### src/rtl/shock_scheduler_if.sv
// Request/status bundle between the game logic and shock_scheduler.
// The master side drives requests and enable; the slave is the scheduler.
interface shock_scheduler_if #(
  parameter int NUM_REQ = 4
);
  logic [NUM_REQ-1:0] i_req;
  logic               i_enable;
  logic               o_shock;
  logic [NUM_REQ-1:0] o_grant;
  logic               o_busy;
  logic [NUM_REQ-1:0] o_pending;
  logic               o_drop;

  modport master (
    output i_req, i_enable,
    input  o_shock, o_grant, o_busy,
    input  o_pending, o_drop
  );

  modport slave (
    input  i_req, i_enable,
    output o_shock, o_grant, o_busy,
    output o_pending, o_drop
  );
endinterface

### src/rtl/shock_scheduler.sv
// Round-robin arbiter for the single shock power stage.
// Edge-counted requests, fixed pulse, mandatory cooldown gap.
module shock_scheduler #(
  parameter int NUM_REQ   = 4,
  parameter int PULSE_CYC = 16777216,
  parameter int GAP_CYC   = 4194304,
  parameter int MAX_PEND  = 3
) (
  input  logic              i_clk,
  input  logic              i_rst_n,
  shock_scheduler_if.slave  bus
);

  localparam int PW   = $clog2(MAX_PEND + 1);
  localparam int LW   = $clog2(NUM_REQ);
  localparam int MAXC = (PULSE_CYC > GAP_CYC) ? PULSE_CYC : GAP_CYC;
  localparam int CW   = (MAXC > 1) ? $clog2(MAXC) : 1;

  typedef enum logic [1:0] {
    IDLE  = 2'd0,
    SHOCK = 2'd1,
    GAP   = 2'd2
  } state_e;

  state_e             state_q, state_d;
  logic [CW-1:0]      cnt_q, cnt_d;
  logic [NUM_REQ-1:0] grant_q, grant_d;
  logic [LW-1:0]      last_q, last_d;
  logic [NUM_REQ-1:0] req_q, req_d;
  logic [PW-1:0]      pend_q [NUM_REQ];
  logic [PW-1:0]      pend_d [NUM_REQ];
  logic               drop_q, drop_d;

  logic [NUM_REQ-1:0] edge_v;
  logic [NUM_REQ-1:0] gnt_oh;
  logic               win_found;
  logic [LW-1:0]      win_idx;
  logic [LW-1:0]      cand;
  int                 cand_i;
  logic               grant_go;

  assign req_d  = bus.i_req;
  assign edge_v = bus.i_req & ~req_q & {NUM_REQ{bus.i_enable}};

  // Search starts just after the last winner, wrapping modulo NUM_REQ.
  always_comb begin
    win_found = 1'b0;
    win_idx   = '0;
    cand_i    = 0;
    cand      = '0;
    for (int k = 1; k <= NUM_REQ; k++) begin
      cand_i = int'(last_q) + k;
      if (cand_i >= NUM_REQ) cand_i = cand_i - NUM_REQ;
      cand = LW'(cand_i);
      if (!win_found && pend_q[cand] != '0) begin
        win_found = 1'b1;
        win_idx   = cand;
      end
    end
  end

  assign grant_go = (state_q == IDLE) && bus.i_enable && win_found;
  assign gnt_oh   = grant_go ? (NUM_REQ'(1) << win_idx) : '0;

  always_comb begin
    drop_d = 1'b0;
    for (int i = 0; i < NUM_REQ; i++) begin
      pend_d[i] = pend_q[i];
      if (!bus.i_enable) begin
        pend_d[i] = '0;
      end else if (edge_v[i] && !gnt_oh[i]) begin
        if (pend_q[i] == PW'(MAX_PEND)) drop_d = 1'b1;
        else pend_d[i] = pend_q[i] + PW'(1);
      end else if (!edge_v[i] && gnt_oh[i]) begin
        pend_d[i] = pend_q[i] - PW'(1);
      end
    end
  end

  always_ff @(posedge i_clk or negedge i_rst_n) begin
    if (!i_rst_n) begin
      state_q <= IDLE;
      cnt_q   <= '0;
      grant_q <= '0;
      last_q  <= LW'(NUM_REQ - 1);
      req_q   <= '0;
      drop_q  <= 1'b0;
      for (int i = 0; i < NUM_REQ; i++) pend_q[i] <= '0;
    end else begin
      state_q <= state_d;
      cnt_q   <= cnt_d;
      grant_q <= grant_d;
      last_q  <= last_d;
      req_q   <= req_d;
      drop_q  <= drop_d;
      for (int i = 0; i < NUM_REQ; i++) pend_q[i] <= pend_d[i];
    end
  end

  // Disable truncates a pulse but never shortens the cooldown.
  always_comb begin
    state_d = state_q;
    cnt_d   = cnt_q;
    grant_d = grant_q;
    last_d  = last_q;
    unique case (state_q)
      IDLE: begin
        if (grant_go) begin
          state_d = SHOCK;
          cnt_d   = '0;
          grant_d = gnt_oh;
          last_d  = win_idx;
        end
      end
      SHOCK: begin
        if (!bus.i_enable || cnt_q == CW'(PULSE_CYC - 1)) begin
          state_d = GAP;
          cnt_d   = '0;
          grant_d = '0;
        end else begin
          cnt_d = cnt_q + CW'(1);
        end
      end
      GAP: begin
        if (cnt_q == CW'(GAP_CYC - 1)) begin
          state_d = IDLE;
          cnt_d   = '0;
        end else begin
          cnt_d = cnt_q + CW'(1);
        end
      end
      default: begin
        state_d = IDLE;
        cnt_d   = '0;
        grant_d = '0;
      end
    endcase
  end

  always_comb begin
    bus.o_shock = (state_q == SHOCK);
    bus.o_busy  = (state_q != IDLE);
    bus.o_grant = grant_q;
    bus.o_drop  = drop_q;
    for (int i = 0; i < NUM_REQ; i++) bus.o_pending[i] = |pend_q[i];
  end

endmodule
### src/flat_wrapper.sv
// flat-port wrapper written by rule: the top's interface ports become plain ports
module shock_scheduler_flat 
#(
  parameter int NUM_REQ   = 4,
  parameter int PULSE_CYC = 16777216,
  parameter int GAP_CYC   = 4194304,
  parameter int MAX_PEND  = 3
)
  (i_clk, i_rst_n, bus_i_req, bus_i_enable, bus_o_shock, bus_o_grant, bus_o_busy, bus_o_pending, bus_o_drop);
  shock_scheduler_if #(.NUM_REQ(NUM_REQ)) bus_i ();
  input  logic i_clk;
  input  logic i_rst_n;
  input wire logic [$bits(bus_i.i_req)-1:0] bus_i_req;
  input wire logic [$bits(bus_i.i_enable)-1:0] bus_i_enable;
  output wire logic [$bits(bus_i.o_shock)-1:0] bus_o_shock;
  output wire logic [$bits(bus_i.o_grant)-1:0] bus_o_grant;
  output wire logic [$bits(bus_i.o_busy)-1:0] bus_o_busy;
  output wire logic [$bits(bus_i.o_pending)-1:0] bus_o_pending;
  output wire logic [$bits(bus_i.o_drop)-1:0] bus_o_drop;
  assign bus_i.i_req = bus_i_req;
  assign bus_i.i_enable = bus_i_enable;
  assign bus_o_shock = bus_i.o_shock;
  assign bus_o_grant = bus_i.o_grant;
  assign bus_o_busy = bus_i.o_busy;
  assign bus_o_pending = bus_i.o_pending;
  assign bus_o_drop = bus_i.o_drop;
  shock_scheduler #(.NUM_REQ(NUM_REQ), .PULSE_CYC(PULSE_CYC), .GAP_CYC(GAP_CYC), .MAX_PEND(MAX_PEND)) u_core (.i_clk(i_clk), .i_rst_n(i_rst_n), .bus(bus_i));
endmodule
### config.mk
export PLATFORM = sky130hd
export DESIGN_NAME = shock_scheduler_flat
export DESIGN_NICKNAME = d
export VERILOG_FILES = /design/src/rtl/shock_scheduler_if.sv /design/src/rtl/shock_scheduler.sv /design/src/flat_wrapper.sv
export SDC_FILE = /design/constraint.sdc
export NUM_CORES = 1
export LEC_CHECK = 0
export CORE_UTILIZATION = 45
export CTS_CLUSTER_SIZE = 8
export DETAILED_ROUTE_END_ITERATION = 6
export PLACE_DENSITY = 0.68
export SYNTH_ARGS = -nofsm -noshare
export SYNTH_HDL_FRONTEND = slang
export SYNTH_SLANG_ARGS = --single-unit
### constraint.sdc
create_clock -name i_clk -period 2.4 [get_ports i_clk]
set_input_delay 0.72 -clock i_clk [delete_from_list [all_inputs] [get_ports i_clk]]
set_output_delay 0.72 -clock i_clk [all_outputs]
set_load 0.005 [all_outputs]
==> flow_summary.toml, run 1 <==
[run_status]
status = "complete, no violations"

[clock_tree]
postCtsHoldBufs = 0
clk_pin_slew_ns = 0.09
cts_tree = "built"
cts_made_buffers = 5
clock_path_buffers = 2
cts.sinks = 45
cts_root_buf = "clkbuf_8"
cts_max_level = 2
clk_latency_ns = 0.31

[worst_setup_path]
arrival_ns = 1.56
required_ns = 1.68
crit_start = "u_core.state_q[1]"
crit_chain = "inv_1, ha_1, clkdlybuf4s50_1"
r2r_start = "u_core.cnt_q[6]"
reg2reg_to = "u_core.bus.o_grant[0]"
critPathCaptureType = "primary output"
slowest_stage = "clkdlybuf4s50_1"
ff2ff_setup_slack_ns = 0.14
path_max_fanout = 3
cp-start-kind = "register"
critPathMaxStageDelay_ns = 0.53
worstRegToRegCells = 7
cp-endpoint = "bus_o_shock"
path_class = "register to primary output"

[synth]
synthDistinctLibCells = 63
yosys_warnings = 0
synth_fp_nets = 301
synth_largest_area_cell = "dfrtp_1"
ys.flop_type = "dfrtp_1"
synth-simple-area-share_pct = 19.0
synth_edf_count = 0
synth_common_cells = "dfrtp_1, nand2_1, inv_1, xnor2_1"
seq_area_frac_synth_pct = 40.7
yosysMostFrequentCell = "dfrtp_1"
ys_seq_elements = 45
synth_compound_area_share_pct = 27.3
synthArstFlopShare_pct = 100
syn_area_per_cell_sq_um = 9.56
synthMuxAreaShare_pct = 2.03
syn_area_sq_um = 2770
synth_xor_area_share_pct = 4.42
synthAdderAreaFrac_pct = 1.81
netlist_instances = 290
synth_top_family_by_area = "compound AO/OA/AOI/OAI gates"
ys_top_cells_by_area = "dfrtp_1, nand2_1, xnor2_1, o211ai_1, inv_1"
synth_top_area_share_pct = 38.8

[job]
maxCapViolCount = 0

[global_routing]
grt_max_degree = 19
first_global_vias = 2189
grt_pass1_wl_mm = 10.7
overflow = 0
antenna_found_initial = 0
grt_usage_pct = 21.8

[timing]
skew_ns = 0.00932
worst_slew_pin_slew_ns = 0.590
relSlewSlack_pct = 60.5
setup_tns_ns = 0
setup_viol = 0
fin_crit_sh_pct = 95.1
maxSlewViolCount = 0
final_hold_viol_count = 0
whs_ns = 0.328
worst_slack_ns = 0.117
fmax_mhz = 438
period_minus_slack_ns = 2.28

[power_and_ir_drop]
swShare_pct = 41.6
power.internal_w = 0.00157
ir_drop_mv = 0.431
leakagePower_nw = 1.29
power_switching_w = 0.00112
power_density_nw_per_um2 = 824
clkPwrFrac_pct = 17.6
seqPwrFrac_pct = 34.5
power_frac_comb_pct = 47.9

[place]
post-place-ws_ns = -0.259
post-dp-hpwl_mm = 4.44
place_inst = 391
gp_congestion = 0.820
io_buffers = 17

[detailed_routing]
wl_per_cell_um = 15.8
antenna_left = 0
route.vias.total = 2372
drtPass1Iterations = 5
drcViolationCount = 0
vias_per_cell = 5.94
drtIter0Drc = 173
drt_wl_total_mm = 6.32

[min_path]
hold_class = "input port to asynchronous set/reset pin"

[die]
die_y_um = 80.5
ioPinCount = 18
dieArea_sq_um = 6480
start_util_pct = 46.8
die_w_um = 80.5
fp.coreArea_sq_um = 5920
num_rows = 28

[cells_and_area]
n_antenna_cell = 0
drive_above_1_share_pct = 20.4
nNetsFinal = 334
areaGrowthSynthToFinish_pct = 17.6
stdcell_count = 399
fin_util_pct = 55.1
[final cells by class]
class                           count  area [sq um]
Inverter                           16          60.1
Clock buffer                        5          68.8
Multi-Input combinational cell    213          1540
Sequential cell                    45          1130
Tap cell                           75          93.8
Fill cell                         559          2660
Timing Repair Buffer               42           353
Clock inverter                      3          17.5
[metrics by stage]
stage	power (W)	area, sq um
after floorplan	0.00171	2770
after global placement	0.00217	3150
after detailed placement	0.00219	3150
after CTS	0.00268	3240
after global routing	0.00285	3260
final	0.00269	3260
[state kept, by name (all words and copies together) (netlist names)]
signal,flops
u_core.cnt_q,24
u_core.state_q,2
u_core.bus.o_drop,1
u_core.pend_q,8
u_core.req_q,4
u_core.last_q,2
u_core.bus.o_grant,4
[power by group through the flow]
| stage | clock (W) | combinational [W] | sequential, W |
|---|---|---|---|
| floorplan | 0 | 0.000787 | 0.000918 |
| global placement | 0 | 0.00123 | 0.000936 |
| detailed placement | 0 | 0.00125 | 0.000940 |
| CTS | 0.000489 | 0.00127 | 0.000926 |
| global route | 0.000513 | 0.00140 | 0.000941 |
| finish | 0.000472 | 0.00129 | 0.000928 |
[worst max-delay path: cells and delay by family, from the launching register on]
| kind | cells | cell delay, ns |
|---|---|---|
| flops | 1 | 0.41 |
| fa+ha+maj | 1 | 0.22 |
| buf+inv | 2 | 0.62 |
[placed cells by master, fill, tap and decap left out, types with 6 or more instances in the layout]
| cell | instances |
|---|---|
| buf_4 | 25 |
| nor2_1 | 11 |
| o211ai_1 | 10 |
| dfrtp_1 | 43 |
| xnor2_1 | 13 |
| a211oi_1 | 7 |
| clkdlybuf4s50_1 | 16 |
| a21oi_1 | 11 |
| o2111ai_1 | 6 |
| inv_1 | 16 |
| or2_2 | 6 |
| nand2_1 | 37 |
| a21boi_0 | 7 |
| nand3_1 | 9 |
[how the worst min path moves through the flow]
stage | end | slack (ns)
floorplan | u_core.bus.o_drop | 0.42
global placement | u_core.bus.o_grant[2] | 0.48
detailed placement | u_core.bus.o_grant[2] | 0.48
CTS | u_core.req_q[3] | 0.35
global route | u_core.pend_q[2] | 0.35
finish | u_core.req_q[3] | 0.33
[cells by family after synthesis]
family	after synthesis
adder cells (fa/ha/maj)	4
AND/OR/NAND/NOR	98
multiplexers	5
flip-flops	45
buffers and inverters	32
XOR/XNOR	14
AO/OA/AOI/OAI	92
[per-layer routing]
metal / vias to the layer above / wire (um) / global-route usage, % / part of all wire, %
met5: - / 0 / 0 / 0
met3: 8 / 300 / 4.77 / 4.7
met1: 1154 / 3020 / 30.0 / 48
met4: 0 / 78 / 6.79 / 1.2
met2: 61 / 2910 / 34.0 / 46
li1: 1149 / - / - / -
[repair_timing]
item / CTS / global route
setup buffers: 0 / 0
gates resized for setup: 1 / 4
pin swaps: 0 / 0
setup endpoints to repair: 2 / 3
(Power assumes the default switching activity.)
==> inputs of run 2 (changes only) <==
--- a/config.mk
+++ b/config.mk
@@ -5,6 +5,7 @@
 export SDC_FILE = /design/constraint.sdc
 export NUM_CORES = 1
 export LEC_CHECK = 0
+export CORE_MARGIN = 2
 export CORE_UTILIZATION = 45
 export CTS_CLUSTER_SIZE = 8
 export DETAILED_ROUTE_END_ITERATION = 6
==> run 2 against run 1 <==
  * Routed wire length decreased by 5.7%
  * Register-to-register slack improved by 0.07 ns
  * Fmax increased by 1.0%
  * Critical path depth increased by 1
==> flow_summary.toml, run 2 (synthesized netlist as in run 1, its figures left out) <==
[run_status]
status = "complete, no violations"

[worst_setup_path]
required_ns = 1.68
path_max_fanout = 5
r2r_start = "u_core.cnt_q[0]"
crit_top_cell = "inv_1"
critPathCaptureType = "primary output"
slowest_stage = "clkdlybuf4s50_1"
crit_start = "u_core.state_q[0]"
arrival_ns = 1.54
crit_chain = "inv_1, ha_2, inv_1, clkdlybuf4s50_1"
cp-start-kind = "register"
path_class = "register to primary output"
critPathMaxStageDelay_ns = 0.49

[timing]
setup_viol = 0
worst_slew_pin_slew_ns = 0.551
relSlewSlack_pct = 63.3
final_hold_viol_count = 0
skew_ns = 0.00946
rsz0062_at_grt = "false"
maxSlewViolCount = 0
fmax_mhz = 443
worst_slack_ns = 0.141
period_minus_slack_ns = 2.26
fin_crit_sh_pct = 94.1

[global_routing]
grt_max_degree = 24
grt_usage_pct = 19.8
use_met3_pct = 4.24
first_global_vias = 2085
antenna_found_initial = 0
grt_use_met1_pct = 28.1
grt_pass1_wl_mm = 10.2
overflow = 0
grt_busiest_layer = "met2"
met2_usage_pct = 29.8

[detailed_routing]
wl_per_cell_um = 15.2
drt_wl_total_mm = 5.96
drtIter0Drc = 153
vias_per_cell = 5.83
antenna_left = 0
drtPass1Iterations = 4
route.vias.total = 2290
drcViolationCount = 0

[cells_and_area]
layout_commonest_cell = "dfrtp_1"
layout_common_cells = "dfrtp_1, nand2_1, buf_4, inv_1, clkdlybuf4s50_1"
fin_util_pct = 54.2
areaGrowthSynthToFinish_pct = 15.8
reg_top3 = "u_core.cnt_q (24), u_core.pend_q (8)"
n_antenna_cell = 0
nNetsFinal = 328
regMostFlops = "u_core.cnt_q"
stdcell_area_sq_um = 3210
drive_above_1_share_pct = 17.3
largest_register_ffs = 24

[clock_tree]
clock_path_buffers = 2
postCtsHoldBufs = 0
cts_made_buffers = 5
cts_tree = "built"
cts_max_level = 2
cts_setup_buffers = 0
cts_root_buf = "clkbuf_8"
cts.sinks = 45
clk_latency_ns = 0.30
clk_pin_slew_ns = 0.08

[min_path]
hold_class = "input port to asynchronous set/reset pin"

[place]
post-dp-hpwl_mm = 4.33
place_area_sq_um = 3130
gp_congestion = 0.869
io_buffers = 17
post-place-ws_ns = -0.0868

[die]
ioPinCount = 18
dieArea_sq_um = 6810
fp.coreArea_sq_um = 5920
start_util_pct = 46.8
die_y_um = 82.5
num_rows = 28
die_w_um = 82.5

[power_and_ir_drop]
power_density_nw_per_um2 = 826
ir_drop_mv = 0.421
leakagePower_nw = 1.25

[job]
maxCapViolCount = 0
run 2: where the power goes:
group	leakage [nW]	internal [W]	switching, W
clock network	0.0395	0.000207	0.000255
logic	0.605	0.000530	0.000729
registers	0.604	0.000850	0.0000794
total	1.25	0.00159	0.00106
run 2: cell type report:
type	instances	area [sq um]
clock buffers	8	80.1
fillers	549	2710
inverters	16	60.1
multi-input cells	213	1520
flip-flops and latches	45	1130
well taps	75	93.8
repair buffers	36	333
run 2: final timing paths:
| kind | endpoint | slack, ns | cells past startpoint |
|---|---|---|---|
| worst min register to register | u_core.last_q[0] | 0.49 | 2 |
| min in group i_clk | u_core.last_q[0] | 0.49 | 2 |
| worst min-delay path | u_core.pend_q[0] | 0.40 | 1 |
| worst max-delay path | bus_o_busy | 0.14 | 4 |
| max in group asynchronous | u_core.last_q[0] | 1.41 | 2 |
| worst max register to register | u_core.cnt_q[2] | 0.21 | 6 |
run 2: timing repair:
action / 4_1_cts / 5_1_grt
resized for setup: 0 / 1
hold endpoints to repair: 0 / 0
setup endpoints to repair: 0 / 1
run 2: critical path, delay by kind of cell (launching register included):
kind	cells	cell delay, ns
buf+inv	3	0.62
flops	1	0.39
fa+ha+maj	1	0.23
run 2: per-stage QoR:
stage | instances | setup TNS (ns) | hold slack, ns | total power, W
floorplan | 290 | 0 | 0.424 | 0.00171
global placement | 385 | -0.274 | 0.480 | 0.00217
detailed placement | 385 | -0.479 | 0.482 | 0.00219
CTS | 393 | 0 | 0.422 | 0.00266
global route | 393 | 0 | 0.423 | 0.00285
finish | 393 | 0 | 0.396 | 0.00265
run 2: metal layers:
layer / wire, um / share of wire [%]
met3: 191 / 3.2
met1: 2930 / 49
met5: 0 / 0
met2: 2750 / 46
met4: 84 / 1.4
==> patch (settings of run 1) <==
`MAX_PEND` is set to 3 in 2 places; all go to 6.
--- a/src/rtl/shock_scheduler.sv
+++ b/src/rtl/shock_scheduler.sv
@@ -4,7 +4,7 @@
   parameter int NUM_REQ   = 4,
   parameter int PULSE_CYC = 16777216,
   parameter int GAP_CYC   = 4194304,
-  parameter int MAX_PEND  = 3
+  parameter int MAX_PEND  = 6
 ) (
   input  logic              i_clk,
   input  logic              i_rst_n,
--- a/src/flat_wrapper.sv
+++ b/src/flat_wrapper.sv
@@ -4,7 +4,7 @@
   parameter int NUM_REQ   = 4,
   parameter int PULSE_CYC = 16777216,
   parameter int GAP_CYC   = 4194304,
-  parameter int MAX_PEND  = 3
+  parameter int MAX_PEND  = 6
 )
   (i_clk, i_rst_n, bus_i_req, bus_i_enable, bus_o_shock, bus_o_grant, bus_o_busy, bus_o_pending, bus_o_drop);
   shock_scheduler_if #(.NUM_REQ(NUM_REQ)) bus_i ();
Formal check against the unedited RTL: not equivalent (a bounded check fails within 10 cycles, from zero or initial values and one cycle with i_rst_n low).
==> patch against run 1 <==
Clock skew is 0.015 ns higher; via count is 20% higher; highest routed layer unchanged; sequential cell count is 4 higher; the run now ends with DRC, setup timing left; worst setup slack worse by 0.18 ns; synthesized area is 12% higher; cell area is 28% higher; routed wire length is 24% higher.
Power is not compared: it rests on default switching activity, and its combinational part moved more than twofold at a synthesized area within 25%.
==> patch: results (changes against run 1) <==
| Metric | Value |
|---|---|
| NonClk Buf Share | `19.71% (+8.9 points)` |
| Status | `finished with violations` |
| Share of post-route cells with drive strength above 1 | `35.96% (+16 points)` |
| CTS sink cnt | `49 (+8.9%)` |
| Yosys cell types | `62 (-1.6%)` |
| Total Routing Usage GR | `22.30% (+0.46 points)` |
| Final std cells w/o fill | `508 (+27%)` |
| Largest cells by area after synthesis | `dfrtp_1 38%, nand2_1 4.6%, nor2_1 3.3%` |
| Fillcell total | `539 (-3.6%)` |
| Final worst setup slack | `-0.06586 ns (-0.1831 ns)` |
| GR Util met3 | `3.696% (-1.1 points)` |
| Failing checks | `DRC, setup timing` |
| Slowest cell delay on critical path | `0.42 ns (-0.11 ns)` |
| Grt met2 use | `40.18% (+6.2 points)` |
| Post-DP HPWL | `5576 um (+26%)` |
| CP Capture Point | `u_core.pend_q[5]$_DFFE_PN0P_` |
| Violation count after the first detailed-routing iteration | `204 (+18%)` |
| DRC viols | `1 (+1)` |
| GP Congestion | `0.8286 (+1.0%)` |
| Via count | `2836 (+20%)` |
| Tot Pwr | `5605 uW` |
| Largest net degree at the start of global routing | `22 (+3)` |
| Endpoints failing setup | `6 (+6)` |
| Sequential area share after synthesis | `39.68% (-1.0 points)` |
| Final hold slack | `0.3734 ns (+0.04573 ns)` |
| # clk buffers | `6 (+1)` |
| Detail Route met2 WL | `4075 um (+40%)` |
| Syn_nets | `348 (+16%)` |
| Most instantiated cells after synthesis | `47 x dfrtp_1, 38 x nand2_1, 27 x nor2_1, 20 x o21ai_0, 17 x nand3_1` |
| Final nets | `445 (+33%)` |
| Worst-margin pin slew | `0.5579 ns (-0.03252 ns)` |
| Post-Syn Instances | `333 (+15%)` |
| Clock buf/inv share | `2.093% (-0.55 points)` |
| Post-place instance area | `3891 um^2 (+24%)` |
| Non-clock buffers | `102 (+140%)` |
patch: cell count changes in the layout (fill, tap and decap cells not counted), moves of 7 or more:
cell	delta
nand3_1	+8
buf_4	+55
xor2_1	+9
o211ai_1	-7
xnor2_1	-11
o21ai_0	+14
nor2_1	+11
patch: cell families (layout without fill, tap and decap cells):
group	count (synthesis)	after routing	synth area share, %
buffers and inverters	31	129	5.172
muxes	10	10	3.636
adders and majority gates	8	8	4.202
DFF	49	49	39.68
AOI/OAI and AO/OA	79	79	18.55
xor gates and xnor gates	12	12	3.394
and+or+nand+nor	144	144	25.37
patch: worst max-delay path, delay by kind of cell (launching register included):
kind / cells / cell delay, ns
and+or+nand+nor: 5 / 1.03
AOI/OAI and AO/OA: 3 / 0.33
adders and majority gates: 1 / 0.36
buffers and inverters: 1 / 0.18
DFF: 1 / 0.42
patch: stage by stage:
step	utilization, %	TNS, ns
finish	64.42	-0.2161
global route	64.42	-1.092
CTS	62.84	-0.1357
detailed placement	59.91	-10.88
global placement	59.91	-9.644
floorplan	-	-0.09281
